<file path="config.mk">
export PLATFORM = sky130hd
export DESIGN_NAME = miner_job_loader
export DESIGN_NICKNAME = d
export VERILOG_FILES = /design/src/rtl/miner_job_loader.sv
export SDC_FILE = /design/constraint.sdc
export NUM_CORES = 2
export LEC_CHECK = 0
export BUFFER_PORTS_ARGS = -buffer_cell sky130_fd_sc_hd__buf_2
export CAP_MARGIN = 30
export CORE_MARGIN = 3
export CORE_UTILIZATION = 49
export DETAILED_ROUTE_END_ITERATION = 6
export GPL_TIMING_DRIVEN = 0
export PLACE_DENSITY = 0.71
export SLEW_MARGIN = 20
export SYNTH_ARGS = -nofsm -noshare
export SYNTH_HDL_FRONTEND = slang
export SYNTH_SLANG_ARGS = --single-unit
</file>
<file path="constraint.sdc">
create_clock -name clk -period 10.1 [get_ports clk]
set_input_delay 1.515 -clock clk [delete_from_list [all_inputs] [get_ports clk]]
set_output_delay 1.515 -clock clk [all_outputs]
set_load 0.02 [all_outputs]
</file>
<file path="src/rtl/miner_job_loader.sv">
// Job loader: assembles a 608-bit mining frame from a 32-bit word stream and
// issues it to the miner core as a one-cycle job_valid pulse.
module miner_job_loader #(
    parameter int unsigned NWORDS  = 19,
    parameter int unsigned WORD_W  = 32,
    parameter bit          PREEMPT = 1'b0
) (
    input  logic                     clk,
    input  logic                     rst_n,
    input  logic                     s_valid,
    output logic                     s_ready,
    input  logic [WORD_W-1:0]        s_data,
    input  logic                     s_last,
    input  logic                     miner_busy,
    output logic                     job_valid,
    output logic [NWORDS*WORD_W-1:0] job_data,
    output logic                     frame_err,
    output logic [15:0]              jobs_issued
);

    localparam int unsigned FrameW  = NWORDS * WORD_W;
    localparam logic [4:0]  LastIdx = 5'(NWORDS - 1);

    typedef enum logic [1:0] {
        StCollect,
        StDrain,
        StHold,
        StIssue
    } state_e;

    state_e              state_q, state_d;
    logic [4:0]          count_q, count_d;
    logic [FrameW-1:0]   asm_q;
    logic [FrameW-1:0]   job_data_q;
    logic                job_valid_q;
    logic                frame_err_q, frame_err_d;
    logic [15:0]         jobs_q;
    logic                ready_en_q;
    logic                accept;
    logic                wr_en;

    // Ready stays low through reset and the first edge after release.
    assign s_ready = ready_en_q && ((state_q == StCollect) || (state_q == StDrain));
    assign accept  = s_valid && s_ready;

    always_comb begin
        state_d     = state_q;
        count_d     = count_q;
        wr_en       = 1'b0;
        frame_err_d = 1'b0;
        unique case (state_q)
            StCollect: begin
                if (accept) begin
                    wr_en = 1'b1;
                    if (count_q >= LastIdx) begin
                        count_d = '0;
                        if (s_last) begin
                            state_d = StHold;
                        end else begin
                            state_d     = StDrain;
                            frame_err_d = 1'b1;
                        end
                    end else if (s_last) begin
                        count_d     = '0;
                        frame_err_d = 1'b1;
                    end else begin
                        count_d = count_q + 5'd1;
                    end
                end
            end
            StDrain: begin
                if (accept && s_last) begin
                    state_d = StCollect;
                    count_d = '0;
                end
            end
            StHold: begin
                if (!miner_busy || PREEMPT) begin
                    state_d = StIssue;
                end
            end
            StIssue: begin
                state_d = StCollect;
            end
            default: begin
                state_d = StCollect;
                count_d = '0;
            end
        endcase
    end

    always_ff @(posedge clk or negedge rst_n) begin
        if (!rst_n) begin
            state_q     <= StCollect;
            count_q     <= '0;
            asm_q       <= '0;
            job_data_q  <= '0;
            job_valid_q <= 1'b0;
            frame_err_q <= 1'b0;
            jobs_q      <= '0;
            ready_en_q  <= 1'b0;
        end else begin
            ready_en_q  <= 1'b1;
            state_q     <= state_d;
            count_q     <= count_d;
            frame_err_q <= frame_err_d;
            job_valid_q <= (state_q == StIssue);
            if (wr_en && (count_q <= LastIdx)) begin
                asm_q[count_q*WORD_W +: WORD_W] <= s_data;
            end
            if (state_q == StIssue) begin
                job_data_q <= asm_q;
                jobs_q     <= jobs_q + 16'd1;
            end
        end
    end

    assign job_valid   = job_valid_q;
    assign job_data    = job_data_q;
    assign frame_err   = frame_err_q;
    assign jobs_issued = jobs_q;

endmodule

</file>
# Word-level counts from Yosys, hierarchy flattened
# Index checks and enable logic that the tools add are counted.
[totals]
reg_bits = 1242
in_bits = 37
out_inout_bits = 627
[classes]
add_sub_neg = 3
n_lt_le_gt_ge = 2
eq_ne = 7
n_shift = 2
muxes = 19
reduce_logical = 9
[ops]
columns = ["cell", "n"]
rows = [
  ["bitwise mux 608 bit", 1],
  ["variable shift 32 x 34 -> 608 bit, first input constant", 1],
  ["indexed part select 32 x 34 -> 608 bit", 1],
  ["negation 10 -> 34 bit", 1],
  ["two-way mux 5 bit", 4],
  ["adder 16 x 1 -> 16 bit, second input constant", 1],
  ["two-way mux 2 bit", 5],
  ["one-hot mux 5 bit (2 select lines)", 1],
  ["one-hot mux 2 bit (4 select lines)", 1],
  ["two-way mux 1 bit", 7],
  ["adder 5 x 1 -> 5 bit, second input constant", 1],
  [">= comparator 5 bit, second input constant", 1],
  ["less-or-equal comparator 5 bit, second input constant", 1],
  ["equality test 2 bit, second input constant", 2],
  ["logical AND 1 bit", 4],
  ["!= test 2 x 1 -> 1 bit, second input constant", 2],
  ["!= test 2 bit, second input constant", 2],
  ["AND reduction 4 bit", 1],
  ["AND reduction 3 bit", 1],
  ["equality test 2 x 1 -> 1 bit, second input constant", 1],
  ["logical NOT 2 bit", 1],
  ["nonzero test 2 bit", 1],
  ["logical OR 1 bit", 1],
]

# Depth between registers and ports, before layout
[logic_depth]
ltp_word = 7
depth_mapped = 14

# Worst setup path after synthesis
# Ideal clock, no wire load.
[synth_timing]
path_kind = "register to register"
startpoint = "register count_q[0]"
endpoint = "register asm_q[100]"
setup_ns = 0.125
t_arrival_ns = 3.355
slack_ns = 6.620
stages_incl_launch_ff = 14
path_buffers = 5
period_less_slack_ns = 3.480
path_cell_list = "dfrtp_1 > buf_2 > inv_1 > ha_1 > clkbuf_1 > nor3b_1 > ha_1 > clkbuf_1 > nand3b_1 > a211oi_1 > and4_1 > clkbuf_1 > buf_2 > mux2_2"
[synth_between]
elab_chain_len = 3
[synth_rtl]
columns = ["item", "line", "source"]
rows = [
  ["start: declaration", "32", "logic [4:0] count_q, count_d;"],
  ["start signal: assignment", "105", "count_q <= count_d;"],
  ["negation 10 -> 34 bit", "109", "asm_q[count_q*WORD_W +: WORD_W] <= s_data;"],
  ["indexed part select 32 x 34 -> 608 bit or variable shift 32 x 34 -> 608 bit (tied branches)", "109", ""],
  ["bitwise mux 608 bit", "109", ""],
  ["end signal: indexed assignment", "109", ""],
  ["end: declaration", "33", "logic [FrameW-1:0] asm_q;"],
]
# Several ways; a longest one is shown, not always the timed one.
# A chain may end at the register's enable or synchronous reset.

# Worst setup path after layout
[layout_timing]
startpoint = "register count_q[0]"
endpoint = "register asm_q[529]"
# Same word-level chain as after synthesis.

==> impl_metrics.csv <==
group,metric,value,unit
timing,max_freq,213,MHz
floorplan,dieArea,102000,um2
setup_path,cp_num_buf_inv,5,
timing,period_minus_slack,4.70,ns
drt,num_vias,37100,
timing,final-setup-viol-count,0,
timing,tns,0,ns
setup_path,critPathKind,"reg2reg",
synth,synth_cell_types,62,
synth,synth_top_area_frac,0.648,
clocking,clkTransAtPathRegs,0.07,ns
floorplan,ios,664,
clocking,cts.sinks,1242,
hold_path,hold_path_class,"reg2reg",
synth,syn_nets,4691,
floorplan,die_h,319,um
place,gp_routability_congestion,0.897,
setup_path,cp_slowest_stage_delay,0.57,ns
drt,drt-wirelength-per-cell,24.0,um
clocking,cts_root_buf,"clkbuf_16",
run_status,status,"finished clean",
final_layout,area_delta_synth_final,20.5,%
synth,synth_area,48000,um2
final_layout,fin_nets,5511,
setup_path,cpMaxStageDelayCell,"nor3b_1",
final_layout,drive_gt1_frac,0.239,
drt,initialDrtViolationCount,3729,
synth,yosysTopAreaCell,"dfrtp_1",
synth,synth_ff_type,"dfrtp_1",
clocking,ctsLongestPathBuffers,3,
global_route,grt_overflow,0,
clocking,cts_tree,"done",
clocking,clk_latency,0.72,ns
setup_path,arrival,5.28,ns
drt,vias_per_cell,5.41,
drt,dr.pass1.iters,5,
power,p_sw,4.17,mW
place,port_buffers,663,
clocking,hold_buffers,0,
place,dpl.hpwl,122000,um
power,pwr-share-clk,0.357,
clocking,cts_resized,0,
power,pwr_density_cell,224,nW/um2
synth,synth_seq_cells,1242,
floorplan,initial_core_util,0.496,
power,ir_drop,0.000159,V
synth,synth_area_per_cell,10.3,um2
global_route,grt_pass1_wl,240000,um
timing,rsz0062_at_grt,"false",
global_route,grt_start_max_net_pins,143,
clocking,h-tree-depth,3,
run,drv_cap,0,
global_route,grt_pass1_vias,36300,
setup_path,cp-start-kind,"flop",
timing,hold_viol_final,0,
synth,synth-edff-count,0,
setup_path,critical_path.max_fanout,10,
drt,drt_wl_total,165000,um
power,comb_power_share,0.201,
timing,slew_headroom,0.307,
synth,synthCells,4649,
global_route,track_usage,0.321,
setup_path,endpoint_kind,"flop",
power,seq_power_share,0.442,
power,p_leak,32.4,nW
power,total_power,13.0,mW
global_route,antenna_found_initial,15,
floorplan,num_rows,114,
drt,final_antenna_net_count,0,
clocking,cts_buffers,120,
timing,fin_crit_sh,0.466,
synth,ys_seq_area_frac,0.648,
power,switching_share,0.321,
floorplan,core,96900,um2
power,internal_power,8.81,mW
synth,synth_area_leaders,"dfrtp_1 (65%), nand2_1 (16%), mux2_2 (8.0%)",
floorplan,die_x,319,um
timing,drv_slew,0,
synth,async_flop_share,1.00,
timing,skew,0.0187,ns
timing,worst_pin_slew,1.04,ns
setup_path,crit_family,"buffers and inverters",
synth,synth_warnings,0,
drt,post-route-drc-count,0,
setup_path,crit_path_cell_trace,"buf_2 -> inv_1 -> ha_1 -> clkbuf_1 -> nor3b_1 -> ha_1 -> clkbuf_1 -> nor3b_1 -> o2111ai_1 -> nor4_2 -> buf_2 -> mux2_2",
clocking,postCtsSetupRepairBufs,0,
setup_path,required,10.68,ns
==> power by group through the flow <==
| stage | sequential [mW] | combinational, mW | clock, mW |
|---|---|---|---|
| 6_report | 5.74 | 2.60 | 4.63 |
| 5_1_grt | 5.78 | 2.77 | 4.87 |
| 4_1_cts | 5.73 | 2.59 | 4.67 |
| 3_5_place_dp | 5.82 | 2.58 | 0 |
| 3_3_place_gp | 5.82 | 2.45 | 0 |
| 2_1_floorplan | 5.96 | 1.11 | 0 |
==> routing by layer <==
metal	vias up	global-route usage	part of all wire
met5	-	0	0.00028
li1	16500	-	-
met1	18800	0.424	0.40
met2	1496	0.517	0.47
met3	313	0.0695	0.084
met4	8	0.136	0.045
==> metrics by stage <==
| step | hold slack, ns | instances | setup slack (ns) | utilization | instance area [um2] |
|---|---|---|---|---|---|
| after floorplan | 0.431 | 4649 | 6.62 | - | 48000 |
| after global placement | 0.440 | 6588 | -19.32 | 0.546 | 52900 |
| final | 0.456 | 6861 | 5.40 | 0.597 | 57800 |
| after detailed placement | 0.445 | 6622 | 5.47 | 0.555 | 53700 |
| after global routing | 0.481 | 6851 | 5.08 | 0.597 | 57800 |
| after CTS | 0.450 | 6845 | 5.46 | 0.597 | 57800 |
==> registers in the layout, indices dropped and copies added (netlist names) <==
signal	count
asm_q	608
count_q	5
frame_err	1
job_data	608
job_valid	1
jobs_issued	16
ready_en_q	1
state_q	2
==> synthesized netlist by cell type, types with 16 or more instances <==
| master | number |
|---|---|
| mux2i_1 | 17 |
| inv_1 | 76 |
| nand3_1 | 39 |
| nand4_1 | 40 |
| nor2_1 | 110 |
| nand2_1 | 2033 |
| o21ai_0 | 256 |
| xnor2_1 | 16 |
| and2_1 | 44 |
| clkbuf_1 | 223 |
| dfrtp_1 | 1242 |
| mux2_2 | 339 |
| buf_2 | 33 |
==> kinds of logic after synthesis <==
family,count (synthesis),synth area share
and+or+nand+nor,2334,0.194
DFF,1242,0.648
muxes,371,0.0866
buffers and inverters,360,0.0305
AOI/OAI and AO/OA,313,0.0357
xor gates and xnor gates,23,0.00420
adders and majority gates,5,0.00130
other,1,0.0000781
==> layout make-up <==
type / instances / area [um2]
multi-input combinational: 3047 / 15500
timing repair buffer: 698 / 4120
antenna: 15 / 37.5
fill: 8041 / 39000
sequential: 1242 / 31100
buffer: 283 / 1200
clock buffer: 178 / 3540
clock inverter: 45 / 517
inverter: 77 / 289
tap: 1276 / 1600
==> placed cells by master (no fill, tap or decap), types with 20 or more instances in the layout <==
cell type  synthesis  layout
and2_1            44      44
dfrtp_1         1242    1242
clkinv_2           0      24
nand3_1           39      39
clkbuf_1         223     229
mux2_2           339     339
clkbuf_2           0      20
inv_1             76      76
buf_16             0      22
clkbuf_8           0      32
buf_2             33     696
clkbuf_16          0     120
nand4_1           40      40
nand2_1         2033    2031
o21ai_0          256     256
nor2_1           110     110
==> worst paths after layout <==
kind / start / to / slack (ns) / cells past startpoint
worst max-delay path: count_q[0]$_DFFE_PN0P_ / asm_q[529]$_DFFE_PN0P_ / 5.40 / 12
worst min-delay path: asm_q[281]$_DFFE_PN0P_ / job_data[281]$_DFFE_PN0P_ / 0.46 / 2
worst max register to register: count_q[0]$_DFFE_PN0P_ / asm_q[529]$_DFFE_PN0P_ / 5.40 / 12
worst min register to register: asm_q[281]$_DFFE_PN0P_ / job_data[281]$_DFFE_PN0P_ / 0.46 / 2
max in group asynchronous: rst_n / job_data[8]$_DFFE_PN0P_ / 6.75 / 5
min in group asynchronous: rst_n / job_data[424]$_DFFE_PN0P_ / 0.75 / 1
==> worst min-delay path: stages (launching register included) <==
cell and delay (ns):
dfrtp_1 0.34, nand2_1 0.05, nand2_1 0.04
(Power assumes the default switching activity.)
